===== config.mk =====
export PLATFORM = sky130hd
export DESIGN_NAME = wb_regfile
export DESIGN_NICKNAME = d
export VERILOG_FILES = /design/src/rtl/wb_regfile.sv
export SDC_FILE = /design/constraint.sdc
export NUM_CORES = 2
export LEC_CHECK = 0
export ABC_AREA = 0
export CAP_MARGIN = 10
export CORE_MARGIN = 5
export CORE_UTILIZATION = 65
export CTS_BUF_LIST = sky130_fd_sc_hd__clkbuf_8 sky130_fd_sc_hd__clkbuf_16
export DETAILED_ROUTE_END_ITERATION = 16
export PLACE_DENSITY = 0.84
export SLEW_MARGIN = 20
export SYNTH_ARGS = -nofsm -noshare
export SYNTH_HDL_FRONTEND = slang
export SYNTH_SLANG_ARGS = --single-unit

===== constraint.sdc =====
create_clock -name clk -period 7 [get_ports clk]
set_clock_uncertainty 0.15 [all_clocks]
set_input_delay 1.4 -clock clk [delete_from_list [all_inputs] [get_ports clk]]
set_output_delay 1.4 -clock clk [all_outputs]
set_load 0.02 [all_outputs]

===== src/rtl/wb_regfile.sv =====
// ============================================================================
// Module   : wb_regfile
// Brief    : Writeback stage register plus 32-entry register file with two
//            combinational read ports and a committed-write counter.
//            Optional read bypass of the pending stage entry: REGFILE_BYPASS_EN.
// Revision : 1.0 - initial release
// ============================================================================
`default_nettype none

module wb_regfile #(
    parameter int DATA_W   = 32,
    parameter int ADDR_W   = 5,
    parameter int NUM_REGS = 32,
    parameter int CNT_W    = 32
) (
    input  logic              clk,
    input  logic              rst,
    input  logic              stall_i,
    input  logic              flush_i,
    input  logic [ADDR_W-1:0] rw_i,
    input  logic              wreg_i,
    input  logic [DATA_W-1:0] wdata_i,
    input  logic              re1_i,
    input  logic [ADDR_W-1:0] raddr1_i,
    output logic [DATA_W-1:0] rdata1_o,
    input  logic              re2_i,
    input  logic [ADDR_W-1:0] raddr2_i,
    output logic [DATA_W-1:0] rdata2_o,
    output logic [ADDR_W-1:0] wb_rw_o,
    output logic              wb_wreg_o,
    output logic [DATA_W-1:0] wb_wdata_o,
    output logic [CNT_W-1:0]  commit_cnt_o
);

    localparam logic [ADDR_W-1:0] c_zero_addr = '0;
    localparam logic [CNT_W-1:0]  c_cnt_one   = {{(CNT_W-1){1'b0}}, 1'b1};

    logic [ADDR_W-1:0] r_wb_rw;
    logic              r_wb_wreg;
    logic [DATA_W-1:0] r_wb_wdata;
    logic              r_committed;
    logic [CNT_W-1:0]  r_commit_cnt;
    logic [DATA_W-1:0] r_regs [NUM_REGS];

    logic              w_do_commit;
    logic [DATA_W-1:0] w_rdata1;
    logic [DATA_W-1:0] w_rdata2;

    // The committed flag keeps a stalled entry from being written twice.
    assign w_do_commit = r_wb_wreg && (r_wb_rw != c_zero_addr) && !r_committed;

    always_ff @(posedge clk) begin
        if (rst) begin
            r_wb_rw      <= '0;
            r_wb_wreg    <= 1'b0;
            r_wb_wdata   <= '0;
            r_committed  <= 1'b0;
            r_commit_cnt <= '0;
            for (int i = 0; i < NUM_REGS; i++) begin
                r_regs[i] <= '0;
            end
        end else begin
            if (w_do_commit) begin
                r_regs[r_wb_rw] <= r_wb_wdata;
                r_commit_cnt    <= r_commit_cnt + c_cnt_one;
            end

            if (flush_i) begin
                r_wb_rw     <= '0;
                r_wb_wreg   <= 1'b0;
                r_wb_wdata  <= '0;
                r_committed <= 1'b0;
            end else if (stall_i) begin
                r_committed <= r_committed | w_do_commit;
            end else begin
                r_wb_rw     <= rw_i;
                r_wb_wreg   <= wreg_i;
                r_wb_wdata  <= wdata_i;
                r_committed <= 1'b0;
            end
        end
    end

    always_comb begin
        w_rdata1 = '0;
        w_rdata2 = '0;
        if (!rst && re1_i && (raddr1_i != c_zero_addr)) begin
`ifdef REGFILE_BYPASS_EN
            if (w_do_commit && (raddr1_i == r_wb_rw)) begin
                w_rdata1 = r_wb_wdata;
            end else begin
                w_rdata1 = r_regs[raddr1_i];
            end
`else
            w_rdata1 = r_regs[raddr1_i];
`endif
        end
        if (!rst && re2_i && (raddr2_i != c_zero_addr)) begin
`ifdef REGFILE_BYPASS_EN
            if (w_do_commit && (raddr2_i == r_wb_rw)) begin
                w_rdata2 = r_wb_wdata;
            end else begin
                w_rdata2 = r_regs[raddr2_i];
            end
`else
            w_rdata2 = r_regs[raddr2_i];
`endif
        end
    end

    assign rdata1_o     = w_rdata1;
    assign rdata2_o     = w_rdata2;
    assign wb_rw_o      = r_wb_rw;
    assign wb_wreg_o    = r_wb_wreg;
    assign wb_wdata_o   = r_wb_wdata;
    assign commit_cnt_o = r_commit_cnt;

endmodule

`default_nettype wire


# Word-level counts from Yosys, hierarchy flattened

Memory sizes are Yosys's and may differ from the RTL's.
Index checks and enable logic that the tools add are counted.

Bits in registers: 71
Bits in writable memories: 1,024
Input port bits: 54
Output and inout bits: 134
Word-level logic and storage cells: 33
Memories kept: 1

$add $sub $neg: 1
Multiplexer cells: 10
Bitwise logic cells: 2
Reduce and logical (&&, ||, !) cells: 14

Memory list:

| memory | depth | width | read ports | clocked after Yosys merged registers in | wr ports | line | text |
|---|---|---|---|---|---|---|---|
| r_regs | 32    | 32    | 2          | 0                                       | 32       | 43   | `logic [DATA_W-1:0] r_regs [NUM_REGS];` |

Operator list:

| operator                | count |
|---|---|
| $mux W32                | 3 |
| $add A32 B1 Y32 const B | 1 |
| $reduce_or A32 Y1       | 1 |
| $reduce_bool A5 Y1      | 3 |
| $logic_and A1 B1 Y1     | 6 |
| $mux W1                 | 6 |
| $mux W5                 | 1 |
| $reduce_or A3 Y1        | 1 |
| $logic_not A1 Y1        | 2 |
| $reduce_or A2 Y1        | 1 |
| $not A1 Y1              | 1 |
| $or A1 B1 Y1            | 1 |

# Longest topological paths before layout

Word-level depth: 8
Mapped depth: 8
Mapped depth without buffers: 5

# Worst setup path after synthesis

Ideal clock, no wire load.

Path kind: input -> output
Start point: in raddr1_i[0]
End point: out rdata1_o[21]
Data arrival time: 3.016 ns
Data required time: 5.450 ns
Slack: 2.434 ns
Cell stages on the path: 5
Buffers on the path: 2
Cell sequence: buf_2 -> buf_1 -> mux4_2 -> a22oi_1 -> nand4_1

Longest elaborated chain between the ends: 3
Elaborated cells on any way between the ends: 4
Classes of those cells: mux (1); reduce/logical (2); memory (1)

Ends and longest elaborated chain:

| element                                                 | line | text |
|---|---|---|
| start: declaration                                      | 24   | `input logic [ADDR_W-1:0] raddr1_i,` |
| branches (longest 2 deep; another with $mem_v2 Z32 W32) | -    |  |
| $mux W32 (*)                                            | 87   | `if (!rst && re1_i && (raddr1_i != c_zero_addr)) begin` |
| end: declaration                                        | 25   | `output logic [DATA_W-1:0] rdata1_o,` |

Mark *: on every way between the ends.

# Worst setup path in the final report

Start point: in raddr2_i[4]
End point: out rdata2_o[13]

Longest elaborated chain between the ends: 3
Elaborated cells on any way between the ends: 4
Classes of those cells: mux (1); reduce/logical (2); memory (1)

Ends and longest elaborated chain:

| element                                                 | line | text |
|---|---|---|
| start: declaration                                      | 27   | `input logic [ADDR_W-1:0] raddr2_i,` |
| branches (longest 2 deep; another with $mem_v2 Z32 W32) | -    |  |
| $mux W32 (*)                                            | 98   | `if (!rst && re2_i && (raddr2_i != c_zero_addr)) begin` |
| end: declaration                                        | 28   | `output logic [DATA_W-1:0] rdata2_o,` |

Marks and branches as above.

==> qor.yml <==
status: "complete, no violations"
antenna_found_initial: 6
yosys_most_used_dff: "edfxtp_1"
p_leak_nw: 24.3
htreeDepth: 3
cp-start-kind: "input port"
drt-total-wl_mm: 181
tightestPinTransition_ns: 1.16
synth-seq-cells: 1095
cts.sinks: 1095
dp_hpwl_mm: 108
post-route-period-util_pct: 89.6
fin_total_pwr_mw: 15.1
clock.fmax_ghz: 0.160
worstPathArrival_ns: 4.72
cts_setup_buffers: 0
fillCellCount: 5442
hold_buffers: 0
vias: 40200
async_flop_share_pct: 0
core-area_mm2: 0.0882
fin_util_pct: 73.1
rrSetupSlack_ns: 3.11
yosysUniqueCellTypes: 54
cts_buffer_depth: 3
dieArea_mm2: 0.0949
worstSetupEndpoint: "rdata2_o[13]"
ff2ff_path_depth: 5
cts_tree: "done"
io_pins: 188
synthCells: 4335
clockRootBuffer: "clkbuf_16"
critPathKind: "in -> out"
maxSlewViolCount: 0
synth_area_mm2: 0.0577
maxCapViolations: 0
crit_start: "raddr2_i[4]"
r2r_start: "wb_wreg_o$_SDFFE_PP0N_"
hold_class: "reg -> reg"
peakVddDrop_v: 0.000271
yosysSeqAreaShare_pct: 55.7
die_x_um: 308
rsz0062_at_grt: "false"
final.setup.tns_ns: 0
nNetsFinal: 4407
rows: 109
setup_violations: 0
grt_pass1_vias: 39900
overflow: 0
powerDensity_mw_per_mm2: 233
drive_gt1_share_pct: 16.3
syn_to_final_growth_pct: 11.7
r2r-end: "r_regs[27][26]$_SDFFCE_PN0P_"
insertion_delay_ns: 0.69
io_buffers: 187
critPathMaxFanout: 15
cts_resized: 0
die_h_um: 308
drc: 0
yosys_warnings: 0
min_period_ns: 6.27
drtAntennaViolNets: 0
synth_edf_count: 1024
crit_required_ns: 5.45
grt.total_usage_pct: 37.3
drt-initial-drc-count: 6560
drt_first_pass_iters: 8
grt_max_degree: 69
cts_made_buffers: 111
gp_congestion: 0.953
post_drt_wl_per_cell_um: 32.2
vias_per_cell: 7.16
avgSynthCellArea_um2: 13.3
hold_viol: 0
grt_pass1_wl_mm: 261
initial_core_util_pct: 65.4
relSlewSlack_pct: 22.5
crit_path_end_kind: "primary output"
min_path_cells: 2
clk_pin_slew_worst_paths_ns: 0.06
layer usage:
metal / track usage, % / vias to the layer above / part of all wire [%]
li1: - / 16200 / -
met1: 47.7 / 19800 / 33
met2: 58.4 / 3342 / 47
met3: 8.51 / 825 / 12
met4: 23.2 / 2 / 7.8
met5: 0 / - / 0.0039
registers in the layout, summed over array words and instances (netlist names):
| register | count |
|---|---|
| wb_wdata_o | 32 |
| wb_wreg_o | 1 |
| wb_rw_o | 5 |
| r_regs | 1024 |
| commit_cnt_o | 32 |
| r_committed | 1 |
cells in the final DEF, fill, tap and decap left out, types with 30 or more instances in the layout:
cell	synthesis	final
inv_1	8	35
buf_4	2	103
dfxtp_1	71	62
mux2_2	67	67
or2_2	33	30
and2_1	995	993
nand2_1	148	148
a21oi_1	80	80
edfxtp_1	1024	1024
nand4_1	72	72
mux4_2	256	256
clkbuf_16	0	114
conb_1	1	32
nand3_1	136	136
a22oi_1	255	255
mux2i_1	551	551
clkdlybuf4s50_1	0	179
nor2_1	83	55
final cells by class:
cell class | instances | area (µm²) | share of cell area [%]
Clock inverter | 92 | 843 | 1.31
Inverter | 8 | 30.0 | 0.0465
Sequential cell | 1095 | 32200 | 49.9
Clock buffer | 118 | 2910 | 4.51
Multi-Input combinational cell | 2829 | 24100 | 37.3
Antenna cell | 1 | 2.50 | 0.00388
Tap cell | 1165 | 1460 | 2.26
Timing Repair Buffer | 307 | 3030 | 4.70
synth_stat cells (all sizes together), types with 13 or more instances:
cell type	instances	share of area [%]
mux2i	551	9.6
nand3	136	1.2
a21oi	80	0.69
nor2	83	0.54
nand2	148	0.96
edfxtp	1024	53
or4	13	0.18
and2	995	11
buf	122	1.1
mux4	256	10
nand4	73	0.80
mux2	75	1.5
or2	33	0.36
dfxtp	71	2.5
clkbuf	312	2.0
nor2b	16	0.17
a22oi	255	3.3
cells by family after synthesis:
family / count (synthesis) / synth area share, %
compound gates: 359 / 4.34
other cells: 1 / 0.00649
flops: 1095 / 55.7
buf+inv: 442 / 3.16
xor+xnor: 4 / 0.0607
mux: 882 / 21.0
fa+ha+maj: 1 / 0.0217
simple gates: 1551 / 15.7
where the power goes:
group	switching [mW]	total, mW	leakage (nW)	internal [mW]
clock	2.58	6.16	1.96	3.57
sequential	0.155	7.50	11.2	7.35
combinational	0.851	1.40	11.1	0.548
total	3.59	15.1	24.3	11.5
critical path: stages:
cell             delay (ns)
clkdlybuf4s50_1        0.47
nand4bb_2              0.90
buf_4                  0.53
a21oi_1                0.21
nand3_1                0.12
nand4_1                0.38
clkdlybuf4s50_1        0.70
how the worst min path moves through the flow:
stage                                       start                       endpoint  slack, ns
finish                wb_wdata_o[30]$_SDFFE_PP0N_    wb_wdata_o[30]$_SDFFE_PP0N_       0.35
global route        commit_cnt_o[13]$_SDFFE_PP0P_  commit_cnt_o[13]$_SDFFE_PP0P_       0.38
CTS                 commit_cnt_o[19]$_SDFFE_PP0P_  commit_cnt_o[19]$_SDFFE_PP0P_       0.36
detailed placement  commit_cnt_o[13]$_SDFFE_PP0P_  commit_cnt_o[13]$_SDFFE_PP0P_       0.34
global placement    commit_cnt_o[13]$_SDFFE_PP0P_  commit_cnt_o[13]$_SDFFE_PP0P_       0.32
floorplan                  r_committed$_SDFF_PP0_         r_committed$_SDFF_PP0_       0.37
per-stage QoR:
| stage | worst slack, ns | hold WS, ns | std cells | instance area, µm² |
|---|---|---|---|---|
| CTS | 0.974 | 0.356 | 5614 | 64500 |
| detailed placement | 1.05 | 0.342 | 5404 | 60700 |
| global route | 0.814 | 0.379 | 5614 | 64500 |
| floorplan | 2.43 | 0.375 | 4366 | 57900 |
| global placement | 1.10 | 0.322 | 5403 | 60700 |
| finish | 0.731 | 0.353 | 5615 | 64500 |
Note: power is estimated with default switching activity, not from simulation.
